$ cat config.mk
export PLATFORM = sky130hd
export DESIGN_NAME = i2c_master_byte_flat
export DESIGN_NICKNAME = d
export VERILOG_FILES = /design/src/rtl/i2c_master_byte_if.sv /design/src/rtl/i2c_master_byte.sv /design/src/flat_wrapper.sv
export SDC_FILE = /design/constraint.sdc
export NUM_CORES = 1
export LEC_CHECK = 0
export BUFFER_PORTS_ARGS = -buffer_cell sky130_fd_sc_hd__buf_2
export CAP_MARGIN = 20
export CELL_PAD_IN_SITES_DETAIL_PLACEMENT = 0
export CELL_PAD_IN_SITES_GLOBAL_PLACEMENT = 1
export CORE_MARGIN = 2
export CORE_UTILIZATION = 48
export CTS_CLUSTER_DIAMETER = 80
export DETAILED_ROUTE_END_ITERATION = 8
export MAX_ROUTING_LAYER = met4
export PLACE_DENSITY = 0.95
export SYNTH_ARGS = -nofsm -noshare
export SYNTH_HDL_FRONTEND = slang
export SYNTH_SLANG_ARGS = --single-unit
$ cat constraint.sdc
create_clock -name clk -period 5.8 [get_ports clk]
set_input_delay 0 -clock clk [delete_from_list [all_inputs] [get_ports clk]]
set_output_delay 0 -clock clk [all_outputs]
set_load 0.05 [all_outputs]
$ cat src/rtl/i2c_master_byte_if.sv
// Controller byte handshake and open-drain pad controls for i2c_master_byte.
// master = controller side, slave = byte engine side.
interface i2c_master_byte_if;
    logic       isReady;
    logic       start;
    logic       send;
    logic [7:0] datasend;
    logic       sended;
    logic       receive;
    logic [7:0] datareceive;
    logic       received;
    logic       ack_error;
    logic       scl_oe;
    logic       sda_oe;
    logic       sda_i;

    modport master (
        output start,
        output send,
        output datasend,
        output receive,
        output sda_i,
        input  isReady,
        input  sended,
        input  datareceive,
        input  received,
        input  ack_error,
        input  scl_oe,
        input  sda_oe
    );

    modport slave (
        input  start,
        input  send,
        input  datasend,
        input  receive,
        input  sda_i,
        output isReady,
        output sended,
        output datareceive,
        output received,
        output ack_error,
        output scl_oe,
        output sda_oe
    );
endinterface

$ cat src/rtl/i2c_master_byte.sv
// Byte-level I2C master: turns controller byte requests into open-drain
// SCL/SDA phases, four quarter-period ticks per bit.
module i2c_master_byte #(
    parameter int CLK_DIV = 125
) (
    input  logic             clk,
    input  logic             reset,
    i2c_master_byte_if.slave bus
);
    localparam int            DW      = $clog2(CLK_DIV);
    localparam logic [DW-1:0] DIV_MAX = DW'(CLK_DIV - 1);

    typedef enum logic [2:0] {
        S_IDLE,
        S_START,
        S_RESTART,
        S_TX,
        S_TXACK,
        S_RX,
        S_RXACK,
        S_STOP
    } state_t;

    state_t        r_state;
    logic [DW-1:0] r_div;
    logic [1:0]    r_q;
    logic [2:0]    r_bit;
    logic [7:0]    r_tx;
    logic [7:0]    r_rx;
    logic [7:0]    r_dout;
    logic          r_ready;
    logic          r_sended;
    logic          r_snd_pend;
    logic          r_received;
    logic          r_ackerr;
    logic          r_nack;
    logic          r_scl;
    logic          r_sda;

    logic          w_tick;
    logic          w_dec;
    logic [7:0]    w_rx_shift;

    assign w_tick     = (r_div == DIV_MAX);
    assign w_rx_shift = {r_rx[6:0], bus.sda_i};
    // End of an ACK bit that did not end in a slave NACK
    assign w_dec = w_tick && (r_q == 2'd3) &&
                   ((r_state == S_RXACK) ||
                    ((r_state == S_TXACK) && !r_nack));

    assign bus.isReady     = r_ready;
    assign bus.sended      = r_sended;
    assign bus.datareceive = r_dout;
    assign bus.received    = r_received;
    assign bus.ack_error   = r_ackerr;
    assign bus.scl_oe      = r_scl;
    assign bus.sda_oe      = r_sda;

    always_ff @(posedge clk) begin
        if (!reset) begin
            r_state    <= S_IDLE;
            r_div      <= '0;
            r_q        <= 2'd0;
            r_bit      <= 3'd0;
            r_tx       <= 8'h00;
            r_rx       <= 8'h00;
            r_dout     <= 8'h00;
            r_ready    <= 1'b1;
            r_sended   <= 1'b0;
            r_snd_pend <= 1'b0;
            r_received <= 1'b0;
            r_ackerr   <= 1'b0;
            r_nack     <= 1'b0;
            r_scl      <= 1'b0;
            r_sda      <= 1'b0;
        end else begin
            // sended rises the clock after a latch, leaving a one-clock
            // low gap between back-to-back TX bytes
            r_snd_pend <= 1'b0;
            if (r_snd_pend)
                r_sended <= 1'b1;

            if (r_state == S_IDLE) begin
                r_div <= '0;
                if (bus.send && bus.start) begin
                    r_tx       <= bus.datasend;
                    r_snd_pend <= 1'b1;
                    r_ackerr   <= 1'b0;
                    r_nack     <= 1'b0;
                    r_ready    <= 1'b0;
                    r_q        <= 2'd0;
                    r_sda      <= 1'b1;
                    r_scl      <= 1'b0;
                    r_state    <= S_START;
                end
            end else begin
                r_div <= w_tick ? '0 : r_div + 1'b1;
                if (w_tick) begin
                    r_q <= r_q + 2'd1;
                    unique case (r_state)
                        S_START: begin
                            if (r_q == 2'd0) begin
                                r_scl <= 1'b1;
                            end else begin
                                r_state <= S_TX;
                                r_q     <= 2'd0;
                                r_bit   <= 3'd7;
                                r_scl   <= 1'b1;
                                r_sda   <= ~r_tx[7];
                            end
                        end
                        S_RESTART: begin
                            unique case (r_q)
                                2'd0: r_scl <= 1'b0;
                                2'd1: r_sda <= 1'b1;
                                2'd2: r_scl <= 1'b1;
                                default: begin
                                    r_state <= S_TX;
                                    r_bit   <= 3'd7;
                                    r_sda   <= ~r_tx[7];
                                end
                            endcase
                        end
                        S_TX: begin
                            unique case (r_q)
                                2'd1: r_scl <= 1'b0;
                                2'd3: begin
                                    r_scl <= 1'b1;
                                    if (r_bit == 3'd0) begin
                                        r_state <= S_TXACK;
                                        r_sda   <= 1'b0;
                                    end else begin
                                        r_bit <= r_bit - 3'd1;
                                        r_sda <= ~r_tx[r_bit - 3'd1];
                                    end
                                end
                                default: ;
                            endcase
                        end
                        S_TXACK: begin
                            unique case (r_q)
                                2'd1: begin
                                    r_scl <= 1'b0;
                                    if (bus.sda_i) begin
                                        r_nack   <= 1'b1;
                                        r_ackerr <= 1'b1;
                                    end
                                end
                                2'd3: begin
                                    r_sended <= 1'b0;
                                    if (r_nack) begin
                                        r_state <= S_STOP;
                                        r_sda   <= 1'b1;
                                        r_scl   <= 1'b1;
                                    end
                                end
                                default: ;
                            endcase
                        end
                        S_RX: begin
                            unique case (r_q)
                                2'd1: begin
                                    r_scl <= 1'b0;
                                    r_rx  <= w_rx_shift;
                                    if (r_bit == 3'd0) begin
                                        r_dout     <= w_rx_shift;
                                        r_received <= 1'b1;
                                    end
                                end
                                2'd3: begin
                                    r_scl <= 1'b1;
                                    if (r_bit == 3'd0) begin
                                        r_state <= S_RXACK;
                                        r_sda   <= bus.receive;
                                    end else begin
                                        r_bit <= r_bit - 3'd1;
                                        r_sda <= 1'b0;
                                    end
                                end
                                default: ;
                            endcase
                        end
                        S_RXACK: begin
                            unique case (r_q)
                                2'd1: r_scl <= 1'b0;
                                2'd3: r_received <= 1'b0;
                                default: ;
                            endcase
                        end
                        S_STOP: begin
                            unique case (r_q)
                                2'd0: r_scl <= 1'b0;
                                2'd2: r_sda <= 1'b0;
                                2'd3: begin
                                    r_state <= S_IDLE;
                                    r_ready <= 1'b1;
                                end
                                default: ;
                            endcase
                        end
                        default: r_state <= S_IDLE;
                    endcase

                    // Decision point overrides the per-state defaults above
                    if (w_dec) begin
                        r_q <= 2'd0;
                        if (bus.send) begin
                            r_tx       <= bus.datasend;
                            r_snd_pend <= 1'b1;
                            r_scl      <= 1'b1;
                            if (bus.start) begin
                                r_state <= S_RESTART;
                                r_sda   <= 1'b0;
                            end else begin
                                r_state <= S_TX;
                                r_bit   <= 3'd7;
                                r_sda   <= ~bus.datasend[7];
                            end
                        end else if (bus.receive) begin
                            r_state <= S_RX;
                            r_bit   <= 3'd7;
                            r_sda   <= 1'b0;
                            r_scl   <= 1'b1;
                        end else begin
                            r_state <= S_STOP;
                            r_sda   <= 1'b1;
                            r_scl   <= 1'b1;
                        end
                    end
                end
            end
        end
    end
endmodule

$ cat src/flat_wrapper.sv
// flat-port wrapper written by rule: the top's interface ports become plain ports
module i2c_master_byte_flat 
#(
    parameter int CLK_DIV = 125
)
  (clk, reset, bus_start, bus_send, bus_datasend, bus_receive, bus_sda_i, bus_isReady, bus_sended, bus_datareceive, bus_received, bus_ack_error, bus_scl_oe, bus_sda_oe);
  i2c_master_byte_if bus_i ();
  input  logic clk;
  input  logic reset;
  input wire logic [$bits(bus_i.start)-1:0] bus_start;
  input wire logic [$bits(bus_i.send)-1:0] bus_send;
  input wire logic [$bits(bus_i.datasend)-1:0] bus_datasend;
  input wire logic [$bits(bus_i.receive)-1:0] bus_receive;
  input wire logic [$bits(bus_i.sda_i)-1:0] bus_sda_i;
  output wire logic [$bits(bus_i.isReady)-1:0] bus_isReady;
  output wire logic [$bits(bus_i.sended)-1:0] bus_sended;
  output wire logic [$bits(bus_i.datareceive)-1:0] bus_datareceive;
  output wire logic [$bits(bus_i.received)-1:0] bus_received;
  output wire logic [$bits(bus_i.ack_error)-1:0] bus_ack_error;
  output wire logic [$bits(bus_i.scl_oe)-1:0] bus_scl_oe;
  output wire logic [$bits(bus_i.sda_oe)-1:0] bus_sda_oe;
  assign bus_i.start = bus_start;
  assign bus_i.send = bus_send;
  assign bus_i.datasend = bus_datasend;
  assign bus_i.receive = bus_receive;
  assign bus_i.sda_i = bus_sda_i;
  assign bus_isReady = bus_i.isReady;
  assign bus_sended = bus_i.sended;
  assign bus_datareceive = bus_i.datareceive;
  assign bus_received = bus_i.received;
  assign bus_ack_error = bus_i.ack_error;
  assign bus_scl_oe = bus_i.scl_oe;
  assign bus_sda_oe = bus_i.sda_oe;
  i2c_master_byte #(.CLK_DIV(CLK_DIV)) u_core (.clk(clk), .reset(reset), .bus(bus_i));
endmodule
After elaboration in Yosys (flattened, before gate mapping)
Cells that the tools add are included.
{"block": "totals", "out_inout_bits": 14, "ff_bits": 45}
{"block": "classes", "addsub": 3, "n_bitwise": 5, "n_eq_ne": 33, "n_mux": 89, "n_lt_le_gt_ge": 1, "reduce_logical": 35}
{"cell": "$mux W3", "n": 22}
{"cell": "$mux W1", "n": 45}
{"cell": "$mux W8", "n": 5}
{"cell": "$ne A4 B1 Y1 const B", "n": 7}
{"cell": "$pmux W3 S7", "n": 1}
{"cell": "$ne A4 B2 Y1 const B", "n": 5}
{"cell": "$reduce_bool A2 Y1", "n": 9}
{"cell": "$reduce_bool A8 Y1", "n": 2}
{"cell": "$mux W2", "n": 7}
{"cell": "$eq A3 B3 Y1 const B", "n": 4}
{"cell": "$pmux W1 S6", "n": 2}
{"cell": "$reduce_and A12 Y1", "n": 1}
{"cell": "$reduce_and A4 Y1", "n": 3}
{"cell": "$ne A5 B1 Y1 const B", "n": 2}
{"cell": "$ne A5 B3 Y1 const B", "n": 2}
{"cell": "$pmux W1 S2", "n": 5}
{"cell": "$reduce_and A10 Y1", "n": 1}
{"cell": "$reduce_and A5 Y1", "n": 2}
{"cell": "$pmux W3 S3", "n": 1}
{"cell": "$reduce_and A9 Y1", "n": 1}
{"cell": "$add A7 B1 Y7 const B", "n": 1}
{"cell": "$eq A7 B7 Y1 const B", "n": 1}
{"cell": "$eq A3 B2 Y1 const B", "n": 2}
{"cell": "$logic_not A3 Y1", "n": 2}
{"cell": "other kinds (20)", "n": 33}

Longest topological paths before layout
{"block": "depth", "depth_word": 10, "ltp_mapped": 8, "mapped_depth_nobuf": 7}

Least setup slack after synthesis
Ideal clock, no wire load.
{"block": "synth_timing", "path_type": "register to register", "start": "reg u_core.r_q[0]", "end": "reg u_core.r_scl (netlist: u_core.bus.scl_oe)", "path_buffers": 1, "arrival_ns": 1.845, "period_less_slack_ns": 1.915, "required_ns": 5.729, "path_stages_with_launch": 8, "setup_slack_ns": 3.885, "path_cell_list": "dfxtp_1 ha_1 clkbuf_1 inv_1 a221oi_1 o21ai_0 or4_1 a21oi_1"}
{"block": "synth_between", "elab_chain_len": 6, "word_cells_on_any_way": 21, "cone_classes": "9 x eq/ne; 7 x mux; 5 x reduce/logical"}
{"item": "start: declaration", "line_no": "i2c_master_byte.sv:26", "text": "logic [1:0] r_q;"}
{"item": "start signal: assignment", "line_no": "i2c_master_byte.sv:99", "text": "r_q <= r_q + 2'd1;"}
{"item": "$eq A2 B2 Y1 (tied with other cells)"}
{"item": "$pmux W1 S2 (tied with other cells)", "line_no": "i2c_master_byte.sv:125, i2c_master_byte.sv:161"}
{"item": "$pmux W1 S6 or $logic_and A1 B1 Y1 (tied branches)", "line_no": "i2c_master_byte.sv:100, i2c_master_byte.sv:47"}
{"item": "$mux W1", "line_no": "i2c_master_byte.sv:205", "text": "if (w_dec) begin"}
{"item": "$mux W1", "line_no": "i2c_master_byte.sv:98", "text": "if (w_tick) begin"}
{"item": "$mux W1", "line_no": "i2c_master_byte.sv:83", "text": "if (r_state == S_IDLE) begin"}
{"item": "end signal: assignment", "line_no": "i2c_master_byte.sv:103", "text": "r_scl <= 1'b1;"}
{"item": "end signal: assignment", "line_no": "i2c_master_byte.sv:108", "text": "r_scl <= 1'b1;"}
{"item": "end signal: assignment", "line_no": "i2c_master_byte.sv:210", "text": "r_scl <= 1'b1;"}
{"item": "end: declaration", "line_no": "i2c_master_byte.sv:37", "text": "logic r_scl;"}
Parallel ways exist; a longest one is shown, timed or not. The select of a mux whose other input is x is not followed.
A chain may end at the register's enable or synchronous reset.

Worst setup path in the final report
{"block": "layout_timing", "start": "reg u_core.r_state[0]", "end": "reg u_core.r_tx[0]"}
{"block": "layout_between", "elab_chain_len": 6, "word_cells_on_any_way": 12, "cone_classes": "3 x eq/ne; 1 x mux; 8 x reduce/logical"}
{"item": "start: declaration", "line_no": "i2c_master_byte.sv:24", "text": "state_t r_state;"}
{"item": "start signal: assignment", "line_no": "i2c_master_byte.sv:61", "text": "r_state <= S_IDLE;"}
{"item": "start signal: assignment", "line_no": "i2c_master_byte.sv:94", "text": "r_state <= S_START;"}
{"item": "start signal: assignment", "line_no": "i2c_master_byte.sv:105", "text": "r_state <= S_TX;"}
{"item": "$eq A3 B3 Y1", "line_no": "i2c_master_byte.sv:49", "text": "((r_state == S_TXACK) && !r_nack));"}
{"item": "$logic_and A1 B1 Y1", "line_no": "i2c_master_byte.sv:49"}
{"item": "$logic_or A1 B1 Y1", "line_no": "i2c_master_byte.sv:48", "text": "((r_state == S_RXACK) ||"}
{"item": "$logic_and A1 B1 Y1", "line_no": "i2c_master_byte.sv:47", "text": "assign w_dec = w_tick && (r_q == 2'd3) &&"}
{"item": "$reduce_bool A2 Y1 (no source line)"}
{"item": "$reduce_and A4 Y1 (no source line)"}
{"item": "end signal: assignment", "line_no": "i2c_master_byte.sv:86", "text": "r_tx <= bus.datasend;"}
{"item": "end signal: assignment", "line_no": "i2c_master_byte.sv:208", "text": "r_tx <= bus.datasend;"}
{"item": "end: declaration", "line_no": "i2c_master_byte.sv:28", "text": "logic [7:0] r_tx;"}
Parallel ways exist; a longest one is shown, timed or not.

==> flow_summary.rst <==
.. list-table::
   :header-rows: 1

   * - Metric
     - Value
   * - Post-synthesis sequential area ratio
     - 0.3495
   * - Clock transition time at the flip-flop clock pins of the worst setup and hold paths
     - about 0.090 ns
   * - Data required time of the critical path
     - between 5 and 6 ns
   * - Share of synthesized flip-flops with an asynchronous set or reset
     - 0
   * - Area occupied by multi-input gates
     - approximately 1500 sq um
   * - Detailed-routing iteration count for the pre-antenna-repair pass
     - 5
   * - Die X
     - between 70 and 80 um
   * - Result of the run
     - complete, no violations
   * - TritonCTS clock tree
     - yes
   * - Power share of the sequential group
     - 0.454
   * - RePlAce Congestion
     - around 0.93
   * - Switching part of the total
     - 0.3837
   * - Later-pin clock latency in the skew report
     - about 0.30 ns
   * - Clock skew after layout
     - roughly 0.0084 ns
   * - Global-route wire length before repair
     - 10.65 mm
   * - Most common cell after layout, fill and taps aside
     - dfxtp_1
   * - ANT nets after route
     - 0
   * - Number of violations reported at the end of detailed-routing iteration 0
     - 338
   * - Vias
     - around 2.3k
   * - Clock share of power
     - 0.230
   * - Final #Nets
     - between 300 and 400
   * - Fillers
     - around 500
   * - Maximum number of pins on one net before global-route repair
     - 32
   * - Worst-case setup slack after placement
     - a little over 3 ns
   * - Class of the tightest hold or removal check
     - in -> reg
   * - Via-per-instance ratio
     - approximately 5.8
   * - Total standard cell area after synthesis
     - ~2600 sq um
   * - Standard-cell rows
     - 26
   * - Proportion of layout cells with a drive suffix above 1
     - 0.1455
   * - Nature of the critical path startpoint
     - register
   * - Post-cts gate resize count
     - 0
   * - Max-slew violations
     - 0
   * - Initial antenna violation count
     - 0
   * - Clock Sink Count
     - 45
   * - Register bit count reported by yosys
     - 45
   * - Initial Utilization
     - 0.5015
   * - Aggregate routed wire length
     - 6.108 mm
   * - Number of ports placed on the die boundary
     - 28
   * - Achievable Freq
     - around 360 MHz
   * - Area grow syn2layout
     - 13.16%
   * - ANT cells
     - 0
   * - Average size of a mapped cell
     - 8.592 sq um
   * - Synthesized instance count
     - 300
   * - Largest fanout on the critical path
     - 26
   * - Area enclosed by the die boundary
     - about 6000 sq um
   * - Core area
     - a little over 5000 sq um
   * - Syn. warnings
     - 0
   * - Post-CTS setup-driven buffer insertion count
     - 0
   * - HPWL after detailed placement
     - between 4 and 5 mm
   * - Clock buffers created by TritonCTS
     - 5
   * - Leakage power of the design
     - 0.001104 uW
   * - Fraction of power consumed by combinational cells
     - 0.316
   * - Count of unresolved DRC violations after routing
     - 0
   * - Final critical path time including I/O delays and setup
     - 2.758 ns
   * - Final WS setup
     - roughly 3.0 ns
   * - Detail-routed net length per standard cell
     - approximately 15 um
   * - Pwr per Cell Area
     - about 290 nW/um^2
   * - Overall power of the completed layout
     - 842.7 uW
   * - Arr. time, crit path
     - roughly 2.9 ns
   * - Yosys cell types
     - 60
   * - Kind of capture point of the worst setup path
     - register
   * - Count of max-cap constraint violations
     - 0
   * - Number of global-route vias before repair
     - 2228
   * - Post-route clock period utilization
     - 0.4756
   * - Congestion Overflow GR
     - 0
   * - Post-synth EDFFs
     - 0
   * - Cell at the root of the clock tree
     - clkbuf_8
   * - Setup repair after global routing missed its margin
     - no
   * - Clock Path Buffers
     - 2
   * - Main synth FF type
     - dfxtp_1
   * - Total of buffers placed on input and output ports
     - 27
   * - Register cell area after layout
     - 900.9 sq um
   * - Slew of the pin with the lowest slew margin
     - just under 1 ns
   * - Final hold vios
     - 0
   * - Most used cells in the layout excluding fill and tap cells
     - 45 x dfxtp_1, 39 x nor2_1, 28 x mux2i_1
   * - Switching component of the power
     - about 320 uW
   * - Total Negative Setup Slacks
     - 0 ns
   * - Number of levels in the clock H-tree
     - 2
   * - Worst setup path category
     - reg -> reg
   * - Count of hold buffers inserted by post-cts repair
     - 10
   * - Maximum VDD drop
     - between 0.1 and 0.15 mV
   * - All-Layer GR Usage
     - 0.2244
   * - Number of nets in the synthesized netlist
     - roughly 320
   * - Pint
     - 519.3 uW
   * - # setup viols final
     - 0
   * - Die Ht
     - about 77 um
   * - Worst slew slack as a fraction of its limit
     - 0.3519
[metal layers]
layer / global-route usage / wire length, um / vias up
met5: - / 0 / -
met4: 0.07500 / 98 / 0
met1: 0.2848 / 2756 / 1059
met2: 0.3583 / 2877 / 110
li1: - / - / 1129
met3: 0.04471 / 376 / 13
[power by group through the flow]
stage | clock network [uW] | logic, uW | registers, uW
after floorplan | 0 | 226 | 374
after detailed placement | 0 | 257 | 387
after global placement | 0 | 255 | 385
after CTS | 200 | 263 | 380
after global routing | 215 | 290 | 388
final | 194 | 266 | 382
[cells in the mapped netlist (2+ instances only)]
library cell	n	area (sq um)
a211o_1	3	26.28
a211oi_1	6	45.04
a21oi_1	13	65.06
a221oi_1	2	17.52
a22o_1	2	17.52
a31oi_1	3	18.77
a32oi_1	2	17.52
a41oi_1	3	26.28
and3_1	2	12.51
and4_1	2	17.52
buf_2	6	30.03
buf_6	2	22.52
clkbuf_1	8	30.03
dfxtp_1	45	900.9
ha_1	10	125.1
inv_1	16	60.06
inv_2	2	7.510
mux2i_1	28	280.3
mux4_2	2	45.04
nand2_1	19	71.32
nand2b_1	5	31.28
nand3_1	9	45.04
nand3b_1	2	15.01
nand4_1	3	18.77
nor2_1	39	146.4
nor2b_1	4	25.02
nor3_1	8	40.04
o21ai_0	11	55.05
o21ai_1	2	10.01
o2bb2ai_1	3	26.28
or3_1	4	25.02
xnor2_1	4	35.03
xor2_1	3	26.28
[per-stage QoR]
step	utilization	cell area (sq um)	cells	hold slack [ns]
CTS	0.5674	2917	400	0.09024
floorplan	-	2577	300	0.1439
finish	0.5674	2917	400	0.09741
global placement	0.5309	2729	382	0.2319
detailed placement	0.5309	2729	382	0.2365
global route	0.5674	2917	400	0.1161
[layout make-up]
class / instances / share of cell area
Clock buffer: 6 / 0.02488
Tap cell: 70 / 0.03003
Clock inverter: 2 / 0.005148
Multi-Input combinational cell: 220 / 0.5221
Timing Repair Buffer: 39 / 0.08580
Sequential cell: 45 / 0.3089
Inverter: 18 / 0.02317
[final timing paths]
path / startpoint / end / slack [ns] / cells past startpoint
min: bus_send / u_core.r_state[2]$_SDFFE_PN0P_ / 0.1 / 4
max: u_core.r_state[0]$_SDFFE_PN0P_ / u_core.r_tx[0]$_SDFFE_PN0P_ / 3.04 / 5
min reg2reg: u_core.r_div[0]$_SDFF_PP0_ / u_core.r_div[0]$_SDFF_PP0_ / 0.47 / 1
max reg2reg: u_core.r_state[0]$_SDFFE_PN0P_ / u_core.r_tx[0]$_SDFFE_PN0P_ / 3.04 / 5
[registers in the layout, summed over array words and instances (netlist names), 2 cells and up]
name and count:
u_core.r_rx 7, u_core.r_bit 3, u_core.bus.datareceive 8, u_core.r_q 2, u_core.r_div 7, u_core.r_state 3
u_core.r_tx 8
[worst max-delay path, cell delays in order, from the launching register on]
cell,delay [ns]
dfxtp_1,0.89
or3_1,0.50
nor2_1,0.08
o21ai_1,0.76
mux2i_1,0.29
nor2_1,0.07
[cells by family (layout without fill, tap and decap cells)]
group,Yosys count,after routing,share of synthesized area
compound gates,65,65,0.1782
xor+xnor,7,7,0.02379
fa+ha+maj,10,10,0.04854
buf+inv,35,65,0.05971
flops,45,45,0.3495
mux,30,30,0.1262
simple gates,108,108,0.2141
No activity file was read; power rests on OpenSTA's default activity.
